**config.mk**
```make
export PLATFORM = sky130hd
export DESIGN_NAME = regfile_wr_arbiter
export DESIGN_NICKNAME = d
export VERILOG_FILES = /design/src/rtl/regfile_pkg.sv /design/src/rtl/regfile_wr_arbiter_rr_arbiter.sv /design/src/rtl/regfile_wr_arbiter.sv
export SDC_FILE = /design/constraint.sdc
export NUM_CORES = 1
export LEC_CHECK = 0
export BUFFER_PORTS_ARGS = -buffer_cell sky130_fd_sc_hd__buf_2
export CAP_MARGIN = 25
export CORE_ASPECT_RATIO = 1.4
export CORE_MARGIN = 2
export CORE_UTILIZATION = 55
export DETAILED_ROUTE_END_ITERATION = 10
export PLACE_DENSITY = 0.95
export SYNTH_ARGS = -nofsm -noshare
export SYNTH_HDL_FRONTEND = slang
export SYNTH_SLANG_ARGS = --single-unit
```
**constraint.sdc**
```tcl
create_clock -name clk -period 7.91 [get_ports clk]
set_input_delay 1.582 -clock clk [delete_from_list [all_inputs] [get_ports clk]]
set_output_delay 1.582 -clock clk [all_outputs]
set_load 0.05 [all_outputs]
```
**src/rtl/regfile_pkg.sv**
```systemverilog
// Shared definitions for the register-file write-port arbiter.
//   REG_IDX_W / REG_DATA_W : geometry of the 4-entry, 32-bit register file
//   arb_state_t            : arbiter FSM states
//   rr_pick()              : round-robin search helper, up to MAX_REQ requesters
package regfile_pkg;

  localparam int REG_IDX_W  = 2;
  localparam int REG_DATA_W = 32;
  localparam int MAX_REQ    = 8;

  typedef enum logic [0:0] {
    ARB_IDLE   = 1'b0,
    ARB_LOCKED = 1'b1
  } arb_state_t;

  typedef struct packed {
    logic       found;
    logic [2:0] winner;
  } rr_pick_t;

  // First set bit of valid, scanning ptr, ptr+1, ... modulo nreq.
  function automatic rr_pick_t rr_pick(input logic [MAX_REQ-1:0] valid,
                                       input logic [2:0]         ptr,
                                       input int unsigned        nreq);
    rr_pick_t    r;
    int unsigned p;
    logic [2:0]  j;
    r.found  = 1'b0;
    r.winner = 3'd0;
    p        = 32'(ptr);
    for (int unsigned k = 0; k < MAX_REQ; k++) begin
      if (k < nreq) begin
        j = 3'((p + k) % nreq);
        if (!r.found && valid[j]) begin
          r.found  = 1'b1;
          r.winner = j;
        end
      end
    end
    return r;
  endfunction

endpackage

```
**src/rtl/regfile_wr_arbiter_rr_arbiter.sv**
```systemverilog
// Purely combinational round-robin priority pick.
//   valid  : request vector (NREQ bits)
//   ptr    : requester with highest priority this cycle
//   found  : at least one request present
//   winner : id of the selected requester (meaningful only when found)
module rr_arbiter
  import regfile_pkg::*;
#(
  parameter int NREQ  = 3,
  parameter int PTR_W = $clog2(NREQ)
) (
  input  logic [NREQ-1:0]  valid,
  input  logic [PTR_W-1:0] ptr,
  output logic             found,
  output logic [PTR_W-1:0] winner
);

  logic [MAX_REQ-1:0] valid_ext;
  logic [2:0]         ptr_ext;
  rr_pick_t           pick;

  always_comb begin
    valid_ext             = '0;
    valid_ext[NREQ-1:0]   = valid;
    ptr_ext               = '0;
    ptr_ext[PTR_W-1:0]    = ptr;
    pick                  = rr_pick(valid_ext, ptr_ext, NREQ);
    found                 = pick.found;
    // Narrow the 3-bit package result back to this instance's id width.
    winner = '0;
    for (int i = 0; i < NREQ; i++) begin
      if (pick.winner == 3'(i)) winner = PTR_W'(i);
    end
  end

endmodule

```
**src/rtl/regfile_wr_arbiter.sv**
```systemverilog
// Shares the register file's single write port among NREQ requesters.
// Round-robin grant with per-requester valid/ready handshake and a lock mode
// giving the current owner back-to-back grants. The write_* outputs are
// registered (one cycle after the handshake) and drive the register file.
// Writes to index 0 are accepted but not enabled (reg0 is hardwired zero).
//   clk, reset            : clock, synchronous active-high reset
//   req_valid/req_lock    : per-requester request and lock-hold
//   req_index/req_data    : packed per-requester target index and data
//   req_ready             : combinational one-hot (or zero) grant
//   write_enable/index/data, grant_id : registered write beat
//   locked                : FSM is in the locked state
// Optional build macro REGFILE_WR_ARBITER_STATS_EN adds stat_grants
// (per-requester 16-bit saturating transfer counts) and stat_dropped
// (saturating count of index-0 discards).
module regfile_wr_arbiter
  import regfile_pkg::*;
#(
  parameter int NREQ   = 3,
  parameter int DATA_W = REG_DATA_W,
  parameter int IDX_W  = REG_IDX_W
) (
  input  logic                      clk,
  input  logic                      reset,
  input  logic [NREQ-1:0]           req_valid,
  input  logic [NREQ-1:0]           req_lock,
  input  logic [NREQ*IDX_W-1:0]     req_index,
  input  logic [NREQ*DATA_W-1:0]    req_data,
  output logic [NREQ-1:0]           req_ready,
  output logic                      write_enable,
  output logic [IDX_W-1:0]          write_index,
  output logic [DATA_W-1:0]         write_data,
  output logic [$clog2(NREQ)-1:0]   grant_id,
`ifdef REGFILE_WR_ARBITER_STATS_EN
  output logic [NREQ*16-1:0]        stat_grants,
  output logic [15:0]               stat_dropped,
`endif
  output logic                      locked
);

  localparam int ID_W = $clog2(NREQ);

  arb_state_t        state;
  logic [ID_W-1:0]   rr_ptr;
  logic [ID_W-1:0]   owner;

  logic              arb_found;
  logic [ID_W-1:0]   arb_winner;
  logic              xfer_p0;
  logic [ID_W-1:0]   xfer_id_p0;
  logic [IDX_W-1:0]  xfer_index_p0;
  logic [DATA_W-1:0] xfer_data_p0;
  logic [ID_W-1:0]   next_ptr;

  function automatic logic [15:0] sat_inc(input logic [15:0] c);
    return (c == 16'hFFFF) ? c : c + 16'd1;
  endfunction

  rr_arbiter #(.NREQ(NREQ), .PTR_W(ID_W)) u_rr (
    .valid  (req_valid),
    .ptr    (rr_ptr),
    .found  (arb_found),
    .winner (arb_winner)
  );

  // ---- stage p0: grant decision (combinational) ----
  always_comb begin
    req_ready  = '0;
    xfer_p0    = 1'b0;
    xfer_id_p0 = arb_winner;
    if (state == ARB_LOCKED) begin
      // Owner only; everyone else stalls even while the owner is idle.
      req_ready[owner] = req_valid[owner];
      xfer_p0          = req_valid[owner];
      xfer_id_p0       = owner;
    end else if (arb_found) begin
      req_ready[arb_winner] = 1'b1;
      xfer_p0               = 1'b1;
    end
  end

  assign xfer_index_p0 = req_index[xfer_id_p0*IDX_W +: IDX_W];
  assign xfer_data_p0  = req_data[xfer_id_p0*DATA_W +: DATA_W];
  assign next_ptr      = (arb_winner == ID_W'(NREQ-1)) ? '0 : arb_winner + 1'b1;
  assign locked        = (state == ARB_LOCKED);

  // ---- stage p1: FSM update and registered write beat ----
  always_ff @(posedge clk) begin
    if (reset) begin
      state        <= ARB_IDLE;
      rr_ptr       <= '0;
      owner        <= '0;
      write_enable <= 1'b0;
      write_index  <= '0;
      write_data   <= '0;
      grant_id     <= '0;
    end else begin
      write_enable <= xfer_p0 && (xfer_index_p0 != '0);
      if (xfer_p0) begin
        write_index <= xfer_index_p0;
        write_data  <= xfer_data_p0;
        grant_id    <= xfer_id_p0;
      end
      case (state)
        ARB_IDLE: begin
          if (xfer_p0) begin
            rr_ptr <= next_ptr;
            if (req_lock[arb_winner]) begin
              state <= ARB_LOCKED;
              owner <= arb_winner;
            end
          end
        end
        ARB_LOCKED: begin
          // The exit cycle still served only the owner; arbitration resumes next cycle.
          if (!req_lock[owner]) state <= ARB_IDLE;
        end
        default: state <= ARB_IDLE;
      endcase
    end
  end

`ifdef REGFILE_WR_ARBITER_STATS_EN
  logic [15:0] grant_cnt [NREQ];
  logic [15:0] drop_cnt;

  always_ff @(posedge clk) begin
    if (reset) begin
      for (int i = 0; i < NREQ; i++) grant_cnt[i] <= '0;
      drop_cnt <= '0;
    end else if (xfer_p0) begin
      grant_cnt[xfer_id_p0] <= sat_inc(grant_cnt[xfer_id_p0]);
      if (xfer_index_p0 == '0) drop_cnt <= sat_inc(drop_cnt);
    end
  end

  for (genvar g = 0; g < NREQ; g++) begin : g_stat
    assign stat_grants[g*16 +: 16] = grant_cnt[g];
  end
  assign stat_dropped = drop_cnt;
`endif

endmodule

```
==> flow_summary.json <==
{
  "postSynthNetCount": 652,
  "post_route_cells_drive_above_1_share_pct": 33.70,
  "cts_tree": "built",
  "drc_violations": 0,
  "fin_total_pwr_mw": 2.855,
  "clock_tree.htree_level_count": 2,
  "placed_instance_area_mm2": 0.004798,
  "critPathMaxFanout": 35,
  "regToRegSetupSlack_ns": 4.27,
  "num-nets-final": 756,
  "ios": 151,
  "final.setup.tns_ns": 0,
  "internal_power_mw": 1.247,
  "layout-area-overhead-vs-synth_pct": 20.89,
  "clock_path_buffers": 2,
  "clk_pin_slew_ns": 0.08,
  "power.switching_fraction_pct": 56.31,
  "critical_path_required_ns": 6.33,
  "timing.critical_path.to": "req_ready[0]",
  "r2r_start": "rr_ptr[1]$_SDFFE_PP0P_",
  "die_area_mm2": 0.008167,
  "dr_total_vias": 4923,
  "post_synth_inst_count": 534,
  "setup-violations-final": 0,
  "detailedRoute.firstPassIterationCount": 5,
  "grt_pass1_vias": 4560,
  "cts.repair_timing.setup_buffer_count": 0,
  "ys_warn_count": 0,
  "stdcell_area_mm2": 0.004954,
  "timing.setup.critical_path_class": "input port to output pin",
  "place_congestion": 0.9364,
  "globalRouteTotalUtil_pct": 32.21,
  "grt_first_pass_wirelength_um": 21640,
  "switching_power_mw": 1.607,
  "clock-sinks": 42,
  "cts.repair.resized": 0,
  "postSynthAreaPerCell_um2": 7.674,
  "critPathSlowestCell": "sky130_fd_sc_hd__nand2_1",
  "clock_tree.root_cell": "sky130_fd_sc_hd__clkbuf_8",
  "max_capacitance_violation_count": 0,
  "yosys_register_bits": 42,
  "crit_path_cell_trace": "buf_2, mux2i_1, o32ai_1, nand2_1, o21ai_0, nand3_1, nand2_1, buf_2",
  "power_density_mw_per_mm2": 576.3,
  "rsz0062_at_grt": "false",
  "power.share.combinational_pct": 80.7,
  "fill_cells": 603,
  "grt_antenna_before_repair": 0,
  "final_period_minus_worst_setup_slack_ns": 5.539,
  "leakagePower_nw": 2.118,
  "fp-row-count": 37,
  "hp-class": "register to register",
  "critPathMaxStageDelay_ns": 0.64,
  "timing.rr.end": "locked$_SDFF_PP0_",
  "tightest_slew_ns": 0.9876,
  "timing.reg2reg.worst_path_depth": 9,
  "max_freq_mhz": 180.5,
  "crit_start": "req_valid[1]",
  "cell_area_after_synthesis_mm2": 0.004098,
  "synthArstFlopShare_pct": 0,
  "synth_top_flop_cell": "sky130_fd_sc_hd__dfxtp_1",
  "hold_buffers": 0,
  "insertedDiodeCount": 0,
  "gr-total-overflow": 0,
  "final_worst_clock_skew_ns": 0.007899,
  "timing.critical_path.buf_inv": 2,
  "timing.critical_path.arrival_ns": 3.96,
  "dieWidth_um": 76.95,
  "grt_start_max_net_pins": 49,
  "drt-vias-per-instance": 6.698,
  "timing_hold_violations_final": 0,
  "final_min_period_over_clock_period_pct": 70.02,
  "peakVddDrop_uv": 331.7,
  "slew_violations": 0,
  "die_height_um": 106.1,
  "worst_slew_margin_rel_pct": 34.00,
  "part_of_the_yosys_area_used_for_sequential_elements_pct": 20.52,
  "share_of_total_power_in_sequential_cells_pct": 13.0,
  "cpLargestDelayFamily": "simple AND/OR/NAND/NOR gates",
  "synth-edff-count": 0,
  "drt_first_iter_violations": 467,
  "initial_utilization_pct": 56.38,
  "totalWireLength_um": 13460,
  "core-area_mm2": 0.007268,
  "cts_buffers": 5,
  "antenna_violating_nets_post_route": 0,
  "share_clk_of_total_power_pct": 6.3,
  "worst_skew_pair.late_latency_ns": 0.30,
  "place_hpwl_um": 9312,
  "run_status": "complete, no violations",
  "route.detailed.wl_per_inst_um": 18.31,
  "input_output_buffers": 150,
  "critPathLaunchType": "input port",
  "crit_cells": 8,
  "timing.critical_path.to_type": "output pin",
  "synth.distinct_cells": 47
}
-- power groups by stage --
stage	sequential [mW]	combinational, mW	clock, mW
after floorplan	0.623	1.55	0
after global routing	0.380	2.47	0.190
after CTS	0.370	2.25	0.181
after detailed placement	0.375	2.24	0
final	0.371	2.30	0.180
after global placement	0.370	2.16	0
-- how the worst min path moves through the flow --
| stage | startpoint | end | slack [ns] | depth (start not counted) |
|---|---|---|---|---|
| detailed placement | grant_id[0]$_SDFFE_PP0P_ | grant_id[0]$_SDFFE_PP0P_ | 0.45 | 2 |
| CTS | grant_id[0]$_SDFFE_PP0P_ | grant_id[0]$_SDFFE_PP0P_ | 0.46 | 2 |
| floorplan | rr_ptr[0]$_SDFFE_PP0P_ | rr_ptr[0]$_SDFFE_PP0P_ | 0.50 | 2 |
| finish | grant_id[0]$_SDFFE_PP0P_ | grant_id[0]$_SDFFE_PP0P_ | 0.46 | 2 |
| global placement | grant_id[0]$_SDFFE_PP0P_ | grant_id[0]$_SDFFE_PP0P_ | 0.45 | 2 |
| global route | grant_id[0]$_SDFFE_PP0P_ | grant_id[0]$_SDFFE_PP0P_ | 0.49 | 2 |
-- worst register-to-register path, cell delays in order (launching register included) --
cell and delay, ns:
sky130_fd_sc_hd__dfxtp_1 0.49, sky130_fd_sc_hd__inv_1 0.15, sky130_fd_sc_hd__ha_1 0.40, sky130_fd_sc_hd__mux2i_1 0.15
sky130_fd_sc_hd__o32ai_1 0.41, sky130_fd_sc_hd__nand2_1 0.64, sky130_fd_sc_hd__o21ai_0 0.52, sky130_fd_sc_hd__o221ai_1 0.37
sky130_fd_sc_hd__a31o_2 0.30, sky130_fd_sc_hd__a21oi_1 0.13
-- cell usage after synthesis (2+ instances only) --
cell type	n	area share [%]
sky130_fd_sc_hd__ha_1	8	2.4
sky130_fd_sc_hd__a311oi_2	10	3.7
sky130_fd_sc_hd__clkbuf_1	41	3.8
sky130_fd_sc_hd__a211oi_1	5	0.92
sky130_fd_sc_hd__buf_6	2	0.55
sky130_fd_sc_hd__nor2b_1	32	4.9
sky130_fd_sc_hd__nand3b_1	6	1.1
sky130_fd_sc_hd__a21oi_1	38	4.6
sky130_fd_sc_hd__o21a_1	2	0.37
sky130_fd_sc_hd__a221oi_1	32	6.8
sky130_fd_sc_hd__o32ai_1	3	0.64
sky130_fd_sc_hd__buf_1	2	0.18
sky130_fd_sc_hd__a21o_1	2	0.37
sky130_fd_sc_hd__a221o_1	2	0.49
sky130_fd_sc_hd__buf_2	16	2.0
sky130_fd_sc_hd__nand2b_1	3	0.46
sky130_fd_sc_hd__a311oi_1	22	4.7
sky130_fd_sc_hd__dfxtp_1	42	21
sky130_fd_sc_hd__a211oi_2	5	1.5
sky130_fd_sc_hd__a31o_2	21	4.5
sky130_fd_sc_hd__nor2_1	38	3.5
sky130_fd_sc_hd__a31oi_1	3	0.46
sky130_fd_sc_hd__mux2_4	3	1.1
sky130_fd_sc_hd__mux2i_1	8	2.0
sky130_fd_sc_hd__nand2_1	45	4.1
sky130_fd_sc_hd__inv_1	7	0.64
sky130_fd_sc_hd__and2_1	3	0.46
sky130_fd_sc_hd__mux2_2	2	0.55
sky130_fd_sc_hd__nand3_1	33	4.0
sky130_fd_sc_hd__and4_1	36	7.7
sky130_fd_sc_hd__o21ai_0	4	0.49
sky130_fd_sc_hd__and3_1	32	4.9
sky130_fd_sc_hd__a31o_1	12	2.6
-- cell type report --
| class | count | area (um2) | area share, % |
|---|---|---|---|
| flip-flops and latches | 42 | 842.1 | 17.00 |
| inverters | 7 | 26.28 | 0.5304 |
| multi-input cells | 423 | 2985 | 60.27 |
| clock inverters | 1 | 30.03 | 0.6062 |
| well taps | 97 | 121.4 | 2.450 |
| clock buffers | 6 | 82.58 | 1.667 |
| repair buffers | 159 | 865.8 | 17.48 |
-- sequential cells by signal, indices dropped and copies added, names as in the netlist --
name / cells
write_enable: 1
rr_ptr: 2
locked: 1
owner: 2
write_index: 2
write_data: 32
grant_id: 2
-- logic make-up after synthesis --
| group | after synthesis | synth area share, % |
|---|---|---|
| and+or+nand+nor | 231 | 31.91 |
| AOI/OAI and AO/OA | 171 | 34.26 |
| buffers and inverters | 69 | 7.268 |
| DFF | 42 | 20.52 |
| muxes | 13 | 3.603 |
| adders and majority gates | 8 | 2.443 |
-- cells in the final DEF, fill, tap and decap left out, drive strengths merged, types with 10 or more instances in the layout --
cell type    n
a31o        33
a311oi      32
nor2b       32
a21oi       38
a221oi      32
and4        36
and3        32
nor2        38
nand3       33
a211oi      10
dfxtp       42
nand2       45
buf        159
-- stage by stage --
stage               cells  worst slack, ns  utilization, %  hold WS (ns)
floorplan             534            3.180               -        0.5046
global placement      724            2.381           65.54        0.4463
detailed placement    726            2.263           66.02        0.4475
CTS                   733            2.254           67.57        0.4589
global route          735            2.148           68.15        0.4950
finish                735            2.371           68.15        0.4569
-- per-layer routing --
metal / vias to the layer above / part of all wire [%] / track usage [%]
li1: 2280 / - / -
met1: 2258 / 39 / 38.42
met2: 324 / 50 / 55.70
met3: 61 / 6.6 / 4.414
met4: 0 / 4.6 / 17.01
met5: - / 0 / 0
Power figures use the tool's default switching activity.
